File: src/rtl/video_seq_pkg.sv
// Shared state encoding, counter width and parameter defaults for the video
// pipeline bring-up sequencer.
package video_seq_pkg;

    typedef enum logic [2:0] {
        ST_WAIT_PLL     = 3'd0,
        ST_PLL_SETTLE   = 3'd1,
        ST_ADV_INIT     = 3'd2,
        ST_VIDEO_SETTLE = 3'd3,
        ST_RUN          = 3'd4,
        ST_DRAIN        = 3'd5,
        ST_FAULT        = 3'd6
    } seq_state_t;

    localparam int CNT_W            = 20;
    localparam int DEF_PLL_SETTLE   = 4096;
    localparam int DEF_ADV_TIMEOUT  = 1048575;
    localparam int DEF_VIDEO_SETTLE = 1024;
    localparam int DEF_DRAIN        = 2048;
    localparam int DEF_DEBOUNCE     = 256;
    localparam int DEF_MAX_RETRIES  = 3;

    // True on the last cycle of a window of 'limit' cycles.
    function automatic logic cnt_hit(input logic [CNT_W-1:0] cnt, input int unsigned limit);
        return cnt == CNT_W'(limit - 32'd1);
    endfunction

endpackage

File: src/rtl/video_pipeline_sequencer_sync_debounce.sv
// Two-flop synchronizer followed by a debouncer: the output takes a new value
// only after DEBOUNCE consecutive synchronized samples that disagree with it.
module sync_debounce #(
    parameter int DEBOUNCE = 1
) (
    input  logic clock,
    input  logic rst_n,
    input  logic din,
    output logic dout
);

    localparam int CW = (DEBOUNCE > 1) ? $clog2(DEBOUNCE) : 1;

    logic          meta_r;
    logic          sync_r;
    logic          db_r;
    logic [CW-1:0] cnt_r;

    // Synchronize, then count the run of samples that differ from the accepted value.
    always_ff @(posedge clock or negedge rst_n) begin
        if (!rst_n) begin
            meta_r <= 1'b0;
            sync_r <= 1'b0;
            db_r   <= 1'b0;
            cnt_r  <= {CW{1'b0}};
        end else begin
            meta_r <= din;
            sync_r <= meta_r;
            if (sync_r == db_r) begin
                cnt_r <= {CW{1'b0}};
            end else if (cnt_r == CW'(DEBOUNCE - 1)) begin
                db_r  <= sync_r;
                cnt_r <= {CW{1'b0}};
            end else begin
                cnt_r <= cnt_r + CW'(1'b1);
            end
        end
    end

    assign dout = db_r;

endmodule

File: src/rtl/video_pipeline_sequencer.sv
// Power-up / mode-change sequencer for the PLL -> ADV7513 -> ram2video chain.
// Every output is decoded from the next state and registered alongside it.
module video_pipeline_sequencer
    import video_seq_pkg::*;
#(
    parameter int PLL_SETTLE   = DEF_PLL_SETTLE,
    parameter int ADV_TIMEOUT  = DEF_ADV_TIMEOUT,
    parameter int VIDEO_SETTLE = DEF_VIDEO_SETTLE,
    parameter int DRAIN        = DEF_DRAIN,
    parameter int DEBOUNCE     = DEF_DEBOUNCE,
    parameter int MAX_RETRIES  = DEF_MAX_RETRIES
) (
    input  logic       clock,
    input  logic       reset,
    input  logic       pll_locked,
    input  logic       line_doubler,
    input  logic       adv_ready,
    output logic       adv_enable,
    output logic       video_enable,
    output logic       line_doubler_out,
    output logic       busy,
    output logic       error,
    output logic [1:0] retry_count,
    output logic [2:0] state
);

    logic             rst_meta_r;
    logic             rst_sync_r;
    logic             lock_s;
    logic             mode_s;
    seq_state_t       state_r;
    seq_state_t       nxt_state_s;
    logic [CNT_W-1:0] cnt_r;
    logic [1:0]       retry_r;
    logic [1:0]       retry_nxt_s;
    logic             ldo_r;
    logic             ldo_nxt_s;

    // Reset asserts asynchronously everywhere but releases two edges later.
    always_ff @(posedge clock or negedge reset) begin
        if (!reset) begin
            rst_meta_r <= 1'b0;
            rst_sync_r <= 1'b0;
        end else begin
            rst_meta_r <= 1'b1;
            rst_sync_r <= rst_meta_r;
        end
    end

    sync_debounce #(.DEBOUNCE(1)) u_lock_sync (
        .clock (clock),
        .rst_n (rst_sync_r),
        .din   (pll_locked),
        .dout  (lock_s)
    );

    sync_debounce #(.DEBOUNCE(DEBOUNCE)) u_mode_sync (
        .clock (clock),
        .rst_n (rst_sync_r),
        .din   (line_doubler),
        .dout  (mode_s)
    );

    // Next-state logic; lock loss pre-empts every other transition.
    always_comb begin
        nxt_state_s = state_r;
        retry_nxt_s = retry_r;
        ldo_nxt_s   = ldo_r;
        if (!lock_s && (state_r != ST_WAIT_PLL) && (state_r != ST_FAULT)) begin
            nxt_state_s = ST_WAIT_PLL;
        end else begin
            case (state_r)
                ST_WAIT_PLL: begin
                    if (lock_s) nxt_state_s = ST_PLL_SETTLE;
                    else        nxt_state_s = ST_WAIT_PLL;
                end
                ST_PLL_SETTLE: begin
                    if (cnt_hit(cnt_r, PLL_SETTLE)) begin
                        nxt_state_s = ST_ADV_INIT;
                        ldo_nxt_s   = mode_s;
                    end else begin
                        nxt_state_s = ST_PLL_SETTLE;
                    end
                end
                ST_ADV_INIT: begin
                    if (adv_ready) begin
                        nxt_state_s = ST_VIDEO_SETTLE;
                    end else if (cnt_hit(cnt_r, ADV_TIMEOUT)) begin
                        if (retry_r == 2'(MAX_RETRIES)) begin
                            nxt_state_s = ST_FAULT;
                        end else begin
                            retry_nxt_s = retry_r + 2'd1;
                            nxt_state_s = ST_PLL_SETTLE;
                        end
                    end else begin
                        nxt_state_s = ST_ADV_INIT;
                    end
                end
                ST_VIDEO_SETTLE: begin
                    if (cnt_hit(cnt_r, VIDEO_SETTLE)) begin
                        nxt_state_s = ST_RUN;
                        retry_nxt_s = 2'd0;
                    end else begin
                        nxt_state_s = ST_VIDEO_SETTLE;
                    end
                end
                ST_RUN: begin
                    if (mode_s != ldo_r) nxt_state_s = ST_DRAIN;
                    else                 nxt_state_s = ST_RUN;
                end
                ST_DRAIN: begin
                    if (cnt_hit(cnt_r, DRAIN)) begin
                        nxt_state_s = ST_PLL_SETTLE;
                        ldo_nxt_s   = mode_s;
                    end else begin
                        nxt_state_s = ST_DRAIN;
                    end
                end
                ST_FAULT: nxt_state_s = ST_FAULT;
                default:  nxt_state_s = ST_FAULT;
            endcase
        end
    end

    // State, cycle counter and all outputs advance together.
    always_ff @(posedge clock or negedge rst_sync_r) begin
        if (!rst_sync_r) begin
            state_r      <= ST_WAIT_PLL;
            cnt_r        <= {CNT_W{1'b0}};
            retry_r      <= 2'd0;
            ldo_r        <= 1'b0;
            adv_enable   <= 1'b0;
            video_enable <= 1'b0;
            busy         <= 1'b1;
            error        <= 1'b0;
        end else begin
            state_r <= nxt_state_s;
            if (nxt_state_s != state_r) begin
                cnt_r <= {CNT_W{1'b0}};
            end else if (cnt_r != {CNT_W{1'b1}}) begin
                cnt_r <= cnt_r + {{(CNT_W-1){1'b0}}, 1'b1};
            end else begin
                cnt_r <= cnt_r;
            end
            retry_r      <= retry_nxt_s;
            ldo_r        <= ldo_nxt_s;
            adv_enable   <= (nxt_state_s == ST_ADV_INIT) || (nxt_state_s == ST_VIDEO_SETTLE) ||
                            (nxt_state_s == ST_RUN);
            video_enable <= (nxt_state_s == ST_RUN);
            busy         <= (nxt_state_s != ST_RUN);
            error        <= (nxt_state_s == ST_FAULT);
        end
    end

    assign state            = state_r;
    assign retry_count      = retry_r;
    assign line_doubler_out = ldo_r;

endmodule
File: config.mk
export PLATFORM = sky130hd
export DESIGN_NAME = video_pipeline_sequencer
export DESIGN_NICKNAME = d
export VERILOG_FILES = /design/src/rtl/video_seq_pkg.sv /design/src/rtl/video_pipeline_sequencer_sync_debounce.sv /design/src/rtl/video_pipeline_sequencer.sv
export SDC_FILE = /design/constraint.sdc
export NUM_CORES = 1
export LEC_CHECK = 0
export BUFFER_PORTS_ARGS = -buffer_cell sky130_fd_sc_hd__clkbuf_2
export CAP_MARGIN = 20
export CORE_UTILIZATION = 45
export CTS_CLUSTER_DIAMETER = 100
export DETAILED_ROUTE_END_ITERATION = 10
export GPL_ROUTABILITY_DRIVEN = 0
export PLACE_DENSITY = 0.67
export SKIP_LAST_GASP = 1
export SYNTH_ARGS = -nofsm -noshare
export SYNTH_HDL_FRONTEND = slang
export SYNTH_SLANG_ARGS = --single-unit
export TNS_END_PERCENT = 10
File: constraint.sdc
create_clock -name clock -period 1.95 [get_ports clock]
set_input_delay 0.0975 -clock clock [delete_from_list [all_inputs] [get_ports clock]]
set_output_delay 0.0975 -clock clock [all_outputs]
set_load 0.01 [all_outputs]
==> results of run 1 <==
==> cell type report <==
class | count | area, um^2
multi-input combinational | 184 | 1290
inverter | 5 | 18.8
fill | 427 | 1880
tap | 70 | 87.6
timing repair buffer | 75 | 554
clock buffer | 5 | 68.8
sequential | 46 | 1150
clock inverter | 3 | 21.3
==> worst max-delay path, delay by kind of cell, from the launching register on <==
family / cells / cell delay (ns)
and+or+nand+nor: 5 / 1.27
DFF: 1 / 0.46
buffers and inverters: 1 / 0.15
AOI/OAI and AO/OA: 1 / 0.09
==> repair_timing <==
action | 4_1_cts | 5_1_grt
hold endpoints to repair | 4 | 0
hold buffers | 3 | 0
cloned | 1 | 0
pin swaps | 3 | 11
gates resized for setup | 7 | 30
setup buffers | 2 | 8
setup endpoints to repair | 25 | 27
==> worst min path at each step <==
stage,end,from,slack [ns]
finish,rst_sync_r$_DFF_PN0_,reset,0.11
global route,rst_sync_r$_DFF_PN0_,reset,0.1
CTS,rst_sync_r$_DFF_PN0_,reset,0.1
detailed placement,rst_meta_r$_DFF_PN0_,reset,-0.11
global placement,rst_meta_r$_DFF_PN0_,reset,-0.12
floorplan,rst_meta_r$_DFF_PN0_,reset,-0.20
==> cells by family (layout without fill, tap and decap cells) <==
group	Yosys count	in the layout	share of synthesized area, %
compound gates	25	25	7.76
other cells	1	1	0.158
simple gates	125	125	28.0
buf+inv	12	88	2.43
mux	2	2	0.950
xor+xnor	27	27	9.98
flops	46	46	48.6
fa+ha+maj	4	4	2.11
==> stage by stage <==
step	worst slack [ns]	instance area (um^2)	util, %	instances	hold WS [ns]
after floorplan	-0.179	2370	-	242	-0.198
after global placement	-0.172	2840	56.0	366	-0.115
after detailed placement	-0.197	2840	56.0	366	-0.114
after CTS	-0.138	3010	59.4	380	0.0955
after global routing	-0.179	3190	62.9	388	0.0978
final	-0.108	3190	62.9	388	0.108
==> power by group <==
group | leakage, nW | switching, mW | internal (mW)
combinational | 0.848 | 0.0205 | 0.0177
sequential | 0.588 | 0.0196 | 0.965
clock | 0.0441 | 0.337 | 0.252
==> metal layers <==
metal | part of all wire, % | up-vias | GRT usage (%) | wire [um]
li1 | - | 999 | - | -
met1 | 45 | 997 | 25.0 | 2480
met2 | 51 | 32 | 35.7 | 2780
met3 | 2.4 | 7 | 4.20 | 132
met4 | 1.5 | 0 | 9.01 | 84
met5 | 0 | - | 0 | 0
==> flip-flops by register name, indices dropped and copies added (netlist names), 2 cells and up <==
name	flops
state	3
u_mode_sync.cnt_r	8
retry_count	2
cnt_r	20
==> cell usage in the layout (no fill, tap or decap), types with 2 or more instances in the layout <==
master         netlist  layout
nand2_1             18      17
dfrtp_2              0       2
o21ai_0              3       3
nor4_2               0       6
nand3_1             10       9
a21oi_1              2       2
ha_1                 4       3
nand4_1             12      12
xor2_1              19      19
mux2_2               2       2
dfrtp_1             45      43
nor2_1              41      33
dlygate4sd3_1        0       3
xnor2_1              8       8
nor2_2               0       6
o211ai_1             2       2
and3_1               3       3
and2_1               4       4
clkbuf_8             0       5
clkbuf_2             0      14
nand2b_1             6       6
a211oi_2             0       2
nor4_1               9       3
buf_6                1       5
nor2_4               0       2
inv_1                5       5
o31a_1               2       2
buf_4                0      53
nor3_1               5       4
nor2b_1              4       4
or3_4                0       2
==> impl_metrics.py, run 1 <==
metrics = {
    "synthesis": {
        "ys_warn_count": 0,
        "synth.distinct_cells": 47,
        "synth_edf_count": 0,
        "synth_area_leaders": "dfrtp_1, xor2_1, nor2_1, nand4_1, xnor2_1",
        "synth_seq_cells": 46,
        "async_reset_ff_share_pct": 100,
        "synth_nets": 251,
        "syn_area_um2": 2370,
        "post-synth-top-area-fraction_pct": 47.5,
        "ys_seq_area_share_pct": 48.6,
        "synth_top_area_cell": "dfrtp_1",
        "post-synth-top-count-cell": "dfrtp_1",
        "synth.avg_cell_area_um2": 9.79,
        "synth_ff_type": "dfrtp_1",
        "synthCells": 242,
        "synth_commonest_cells": "dfrtp_1, nor2_1, xor2_1, nand2_1, nand4_1",
    },
    "sta": {
        "fin_crit_ns": 2.06,
        "skew_ns": 0.00842,
        "maxSlewHeadroom_pct": 59.1,
        "hold_viol_final": 0,
        "tightest_slew_ns": 0.613,
        "tns_ns": -1.75,
        "final_max_slew_viol_count": 0,
        "timing.fmax_ghz": 0.486,
        "rsz0062_at_grt": "true",
        "final-setup-viol-count": 23,
        "fin_ws_ns": -0.108,
        "period_share_pct": 106,
    },
    "cells_and_area": {
        "diodes": 0,
        "nets": 326,
        "syn2layout_area_growth_pct": 34.8,
        "drive_above_1_share_pct": 37.4,
    },
    "hold_path": {
        "hold_class": "input port to async pin",
    },
    "setup_path": {
        "crit_fanout": 7,
        "cp-endpoint": "busy$_DFF_PN1_",
        "critPathMaxStageDelay_ns": 0.49,
        "cp.arrival_ns": 2.29,
        "slowest_stage": "or4_4",
        "r2r-end": "busy$_DFF_PN1_",
        "end_kind": "register",
        "rrSetupSlack_ns": -0.11,
        "crit_start": "state[0]$_DFF_PN0_",
        "worstPathCellList": "buf_6 -> nor2b_1 -> nand4_1 -> nor4_4 -> o21ai_2 -> and2_4 -> or4_4",
        "crit_required_ns": 2.18,
        "worstSetupPathType": "register to register",
        "r2r_start": "state[0]$_DFF_PN0_",
        "rr_worst_depth": 7,
        "startpoint_type": "register",
    },
    "detailed_routing": {
        "drt.antenna.violating_nets": 0,
        "firstDrtPassIters": 4,
        "dr_total_vias": 2035,
        "wl_um": 5480,
        "drtIter0Drc": 59,
        "drc": 0,
        "viasPerCell": 5.24,
        "wl_per_cell_um": 14.1,
    },
    "die": {
        "core_um2": 5070,
        "rows": 26,
        "die-area_um2": 5560,
        "start_util_pct": 46.7,
        "io_pins": 15,
        "die_w_um": 74.6,
        "die_y_um": 74.6,
    },
    "clock_tree": {
        "cts_tree": "built",
        "clkTransAtPathRegs_ns": 0.09,
        "cts_root_buf": "clkbuf_8",
        "cts.sinks": 46,
        "insertion_delay_ns": 0.30,
        "htree_levels": 2,
        "cts_buffer_depth": 2,
        "cts_made_buffers": 5,
    },
    "global_route": {
        "grt_max_degree": 28,
        "grt_usage_pct": 20.7,
        "grt_pass1_vias": 1994,
        "grt_first_pass_wirelength_um": 8650,
        "gr-total-overflow": 0,
        "antenna_found_initial": 0,
    },
    "run_status": {
        "violations": "setup timing",
        "status": "finished, violations left",
    },
    "pwr": {
        "leakagePower_nw": 1.48,
        "power.total_mw": 1.61,
        "powerDensity_nw_per_um2": 505,
        "irDropWorstVdd_v": 0.000572,
    },
    "run": {
        "drv_cap": 0,
    },
    "placement": {
        "place_hpwl_um": 3880,
        "portBuffers": 14,
    },
}
Power figures use the tool's default switching activity.
==> inputs of run 2 (changes only) <==
--- a/config.mk
+++ b/config.mk
@@ -8,6 +8,7 @@
 export BUFFER_PORTS_ARGS = -buffer_cell sky130_fd_sc_hd__clkbuf_2
 export CAP_MARGIN = 20
 export CORE_UTILIZATION = 45
+export CTS_BUF_LIST = sky130_fd_sc_hd__clkbuf_2
 export CTS_CLUSTER_DIAMETER = 100
 export DETAILED_ROUTE_END_ITERATION = 10
 export GPL_ROUTABILITY_DRIVEN = 0
==> run 2 against run 1 <==
Clock skew rose by 0.012 ns. Sequential share of layout area rose by 1.3 points. Worst setup slack got worse by 0.060 ns. Largest cell class unchanged. Worst hold slack improved by 0.16 ns. The flow still finishes with violations (setup timing). First-iteration DRC count rose by 37%. Fmax fell by 2.8%. Count of clock-buffer cells in the layout did not move.
==> impl_metrics.py, run 2 (synthesis results as in run 1) <==
metrics = {
    "placement": {
        "portBuffers": 14,
        "post_dp_cell_area_um2": 2840,
        "place_hpwl_um": 3880,
        "post-place-cells": 366,
    },
    "global_route": {
        "gr-total-overflow": 0,
        "grt_first_pass_wirelength_um": 8940,
        "grt_usage_pct": 21.4,
        "grt_max_degree": 28,
        "grt_pass1_vias": 2031,
        "antenna_found_initial": 0,
    },
    "setup_path": {
        "slowest_stage": "dfrtp_1",
        "cpLargestDelayFamily": "simple AND/OR/NAND/NOR gates",
        "cp.arrival_ns": 2.45,
        "worstPathCellList": "buf_4 -> nand4_1 -> or3_4 -> buf_6 -> o211ai_1 -> a21oi_1 -> o221ai_2 -> buf_4 -> nor2_1",
        "crit_path_frequent_cell": "buf_4",
        "critPathMaxStageDelay_ns": 0.43,
        "rr_worst_depth": 9,
        "worstSetupPathType": "register to register",
        "crit_required_ns": 2.28,
        "r2r_start": "cnt_r[16]$_DFFE_PN0P_",
        "rrSetupSlack_ns": -0.17,
        "cp_num_buf_inv": 3,
        "crit_fanout": 6,
        "r2r-end": "cnt_r[17]$_DFFE_PN0P_",
        "startpoint_type": "register",
        "end_kind": "register",
    },
    "sta": {
        "fin_crit_ns": 2.12,
        "timing.fmax_ghz": 0.472,
        "maxSlewHeadroom_pct": 59.9,
        "tns_ns": -3.25,
        "fin_ws_ns": -0.168,
        "final_max_slew_viol_count": 0,
        "tightest_slew_ns": 0.601,
        "hold_viol_final": 0,
        "skew_ns": 0.0206,
        "rsz0062_at_grt": "true",
        "final-setup-viol-count": 24,
        "period_share_pct": 109,
    },
    "cells_and_area": {
        "diodes": 0,
        "drive_above_1_share_pct": 32.1,
        "regMostFlops": "cnt_r",
        "layout.cells.most_common_list": "buf_4, dfrtp_1, nor2_1",
        "layout_commonest_cell": "buf_4",
        "syn2layout_area_growth_pct": 30.0,
        "final_core_utilization_pct": 60.7,
        "design_area_um2": 3080,
        "largest_reg_flops": 20,
        "fin_cells": 388,
        "nets": 326,
    },
    "clock_tree": {
        "insertion_delay_ns": 0.42,
        "cts_root_buf": "clkbuf_2",
        "cts_made_buffers": 5,
        "htree_levels": 2,
        "clkTransAtPathRegs_ns": 0.25,
        "cts_buffer_depth": 2,
        "cts.sinks": 46,
        "cts_tree": "built",
    },
    "detailed_routing": {
        "met2WireLength_um": 2670,
        "routedLengthMet1_um": 2470,
        "wl_um": 5330,
        "dr_wl_met3_um": 114,
        "drtIter0Drc": 81,
        "viasPerCell": 5.24,
        "wl_per_cell_um": 13.7,
        "drt.antenna.violating_nets": 0,
        "firstDrtPassIters": 4,
        "top_layer": "met4",
        "drc": 0,
        "dr_total_vias": 2034,
    },
    "pwr": {
        "irDropWorstVdd_v": 0.000502,
        "power_frac_comb_pct": 2.7,
        "switching_share_pct": 24.8,
        "p_seq_share_pct": 69.0,
        "powerDensity_nw_per_um2": 464,
        "leakagePower_nw": 1.45,
        "power.internal_mw": 1.08,
        "power.switching_uw": 356,
        "clkPwrFrac_pct": 28.2,
    },
    "die": {
        "rows": 26,
        "core_um2": 5070,
        "die_y_um": 74.6,
        "start_util_pct": 46.7,
        "die-area_um2": 5560,
        "die_w_um": 74.6,
        "io_pins": 15,
    },
    "run_status": {
        "status": "finished, violations left",
        "violations": "setup timing",
    },
    "run": {
        "drv_cap": 0,
    },
    "hold_path": {
        "hold_class": "register to async pin",
    },
}
==> run 2: routing by layer <==
layer	up-vias	global-route usage (%)
li1	998	-
met1	1000	25.6
met2	28	37.9
met3	8	4.61
met4	0	7.13
met5	-	0
==> run 2: repair_timing <==
action	4_1_cts	5_1_grt
endpoints found under the hold margin	4	0
cloned	1	0
hold buffers	4	0
gates resized for setup	18	0
setup endpoints to repair	25	29
pin swaps	10	0
buffers inserted	9	0
==> run 2: cell type report <==
cell class / count / area (um^2)
clock buffers: 5 / 25.0
flip-flops and latches: 46 / 1150
multi-input cells: 184 / 1220
inverters: 5 / 18.8
repair buffers: 75 / 549
clock inverters: 3 / 21.3
fillers: 446 / 1990
well taps: 70 / 87.6
==> run 2: power by group through the flow <==
stage / sequential [mW] / clock (mW) / combinational, mW
after global placement: 1.00 / 0 / 0.0322
final: 0.988 / 0.404 / 0.0393
after detailed placement: 1.00 / 0 / 0.0337
after global routing: 0.992 / 0.465 / 0.0439
after floorplan: 1.00 / 0 / 0.0125
after CTS: 0.989 / 0.428 / 0.0405
==> run 2: worst max path at each step <==
stage,slack (ns),to,cells past startpoint,startpoint
2_1_floorplan,-0.18,busy$_DFF_PN1_,7,cnt_r[17]$_DFFE_PN0P_
3_3_place_gp,-0.17,cnt_r[16]$_DFFE_PN0P_,9,cnt_r[16]$_DFFE_PN0P_
3_5_place_dp,-0.20,cnt_r[15]$_DFFE_PN0P_,9,cnt_r[16]$_DFFE_PN0P_
4_1_cts,-0.13,cnt_r[16]$_DFFE_PN0P_,9,cnt_r[16]$_DFFE_PN0P_
5_1_grt,-0.30,cnt_r[16]$_DFFE_PN0P_,9,cnt_r[16]$_DFFE_PN0P_
6_report,-0.17,cnt_r[17]$_DFFE_PN0P_,9,cnt_r[16]$_DFFE_PN0P_
==> run 2: through the flow <==
step	hold slack (ns)	total power [mW]	setup slack [ns]
2_1_floorplan	-0.198	1.02	-0.179
3_3_place_gp	-0.115	1.04	-0.172
3_5_place_dp	-0.114	1.04	-0.197
4_1_cts	0.274	1.46	-0.132
5_1_grt	0.252	1.50	-0.301
6_report	0.273	1.43	-0.168
==> inputs of run 3 (changes only) <==
==> constraint.sdc (replaced) <==
create_clock -name clock -period 2.3 [get_ports clock]
set_input_delay 0.115 -clock clock [delete_from_list [all_inputs] [get_ports clock]]
set_output_delay 0.115 -clock clock [all_outputs]
set_load 0.01 [all_outputs]
==> run 3 against run 2 <==
The run now ends clean. Register-to-register slack better by 0.28 ns. Sequential share of layout area up 5.0 points. Final area down 12%. Count of clock-buffer cells in the layout unchanged. Worst hold slack worse by 0.051 ns. Routed wire length down 15%. Clock skew down 0.0040 ns. Worst setup slack better by 0.28 ns. Clock power down 15%. Global-route usage down 2.1 points. Critical endpoint is now busy$_DFF_PN1_.
==> impl_metrics.py, run 3 (synthesis results as in run 1) <==
metrics = {
    "sta": {
        "maxSlewHeadroom_pct": 57.1,
        "timing.fmax_ghz": 0.456,
        "final_max_slew_viol_count": 0,
        "fin_crit_ns": 2.19,
        "fin_hold_ws_ns": 0.222,
        "tns_ns": 0,
        "rsz0062_at_grt": "false",
        "skew_ns": 0.0166,
        "hold_viol_final": 0,
        "tightest_slew_ns": 0.637,
        "period_share_pct": 95.3,
        "final-setup-viol-count": 0,
    },
    "clock_tree": {
        "cts_root_buf": "clkbuf_2",
        "insertion_delay_ns": 0.41,
        "cts_buffer_depth": 2,
        "cts_tree": "built",
        "cts.sinks": 46,
        "cts_made_buffers": 5,
        "htree_levels": 2,
        "clkTransAtPathRegs_ns": 0.24,
    },
    "run_status": {
        "status": "complete, no violations",
    },
    "global_route": {
        "grt_pass1_vias": 1803,
        "grt_max_degree": 45,
        "grt_first_pass_wirelength_um": 8070,
        "gr-total-overflow": 0,
        "antenna_found_initial": 0,
        "grt_usage_pct": 19.2,
    },
    "cells_and_area": {
        "layout.cells.most_common_list": "dfrtp_1, nor2_1, xor2_1, clkbuf_2, nand2_1",
        "largest_reg_flops": 20,
        "drive_above_1_share_pct": 18.9,
        "syn2layout_area_growth_pct": 14.7,
        "layout_commonest_cell": "dfrtp_1",
        "diodes": 0,
        "design_area_um2": 2720,
        "nets": 283,
        "final_core_utilization_pct": 53.6,
        "regMostFlops": "cnt_r",
    },
    "setup_path": {
        "cp.arrival_ns": 2.56,
        "worstSetupPathType": "register to register",
        "end_kind": "register",
        "startpoint_type": "register",
        "crit_required_ns": 2.66,
        "crit_fanout": 5,
    },
    "detailed_routing": {
        "drt.antenna.violating_nets": 0,
        "drtIter0Drc": 91,
        "wl_um": 4520,
        "wl_per_cell_um": 13.1,
        "drc": 0,
        "firstDrtPassIters": 4,
        "viasPerCell": 5.23,
        "dr_total_vias": 1805,
    },
    "hold_path": {
        "hold_class": "register to async pin",
    },
    "placement": {
        "portBuffers": 14,
        "post_dp_cell_area_um2": 2590,
        "place_hpwl_um": 3220,
    },
    "pwr": {
        "leakagePower_nw": 1.23,
        "powerDensity_nw_per_um2": 446,
        "irDropWorstVdd_v": 0.000330,
    },
    "run": {
        "drv_cap": 0,
    },
    "die": {
        "core_um2": 5070,
        "start_util_pct": 46.7,
        "rows": 26,
        "die_w_um": 74.6,
        "die-area_um2": 5560,
        "io_pins": 15,
        "die_y_um": 74.6,
    },
}
==> run 3: changes by cell type in the layout (fill, tap and decap cells not counted), moves of 2 or more <==
cell | previous run | this run
buf_4 | 54 | 12
nor4_1 | 5 | 9
buf_6 | 3 | 0
nor4_2 | 3 | 0
buf_12 | 0 | 2
==> run 3: where the power goes <==
group	leakage [nW]	switching (mW)	internal, mW
sequential	0.586	0.0152	0.821
combinational	0.616	0.0178	0.0162
clock	0.0289	0.268	0.0749
total	1.23	0.301	0.912
==> run 3: per-layer routing <==
layer / vias to the layer above / global-route usage (%) / share of wire (%)
li1: 909 / - / -
met1: 862 / 25.5 / 50
met2: 27 / 31.0 / 46
met3: 7 / 4.20 / 2.6
met4: 0 / 7.13 / 1.6
met5: - / 0 / 0
==> run 3: per-stage QoR <==
step / worst slack (ns) / total power, mW / std cells
finish: 0.108 / 1.21 / 345
global route: 0.00390 / 1.27 / 345
CTS: 0.0408 / 1.23 / 343
detailed placement: 0.0999 / 0.876 / 331
global placement: 0.123 / 0.874 / 331
floorplan: 0.140 / 0.862 / 242
==> run 3: critical path, stage by stage, from the launching register on <==
cell	delay, ns
dfrtp_1	0.48
nor4_1	0.34
nand2_1	0.23
nor3_4	0.30
o21ai_2	0.11
and2_4	0.18
or4_4	0.50
==> run 3: repair_timing <==
action,in CTS,in global routing
resized for setup,0,5
endpoints found under the hold margin,4,0
endpoints found under the setup margin,0,2
hold buffers,4,0
buffers inserted,0,1
==> run 3: area by class of cell <==
cell class | count | area, um^2
fill | 479 | 2360
timing repair buffer | 32 | 240
sequential | 46 | 1160
clock inverter | 3 | 21.3
inverter | 5 | 18.8
tap | 70 | 87.6
clock buffer | 5 | 25.0
multi-input combinational | 184 | 1170
==> run 3: final timing paths <==
path | from | to | slack, ns | depth (start not counted)
max | cnt_r[13]$_DFFE_PN0P_ | busy$_DFF_PN1_ | 0.11 | 6
min | rst_sync_r$_DFF_PN0_ | u_lock_sync.sync_r$_DFF_PN0_ | 0.22 | 0
max reg2reg | cnt_r[13]$_DFFE_PN0P_ | busy$_DFF_PN1_ | 0.11 | 6
min reg2reg | rst_sync_r$_DFF_PN0_ | u_lock_sync.sync_r$_DFF_PN0_ | 0.22 | 0
max in group asynchronous | rst_sync_r$_DFF_PN0_ | busy$_DFF_PN1_ | 1.52 | 1
min in group clock | adv_ready | adv_enable$_DFF_PN0_ | 0.24 | 5
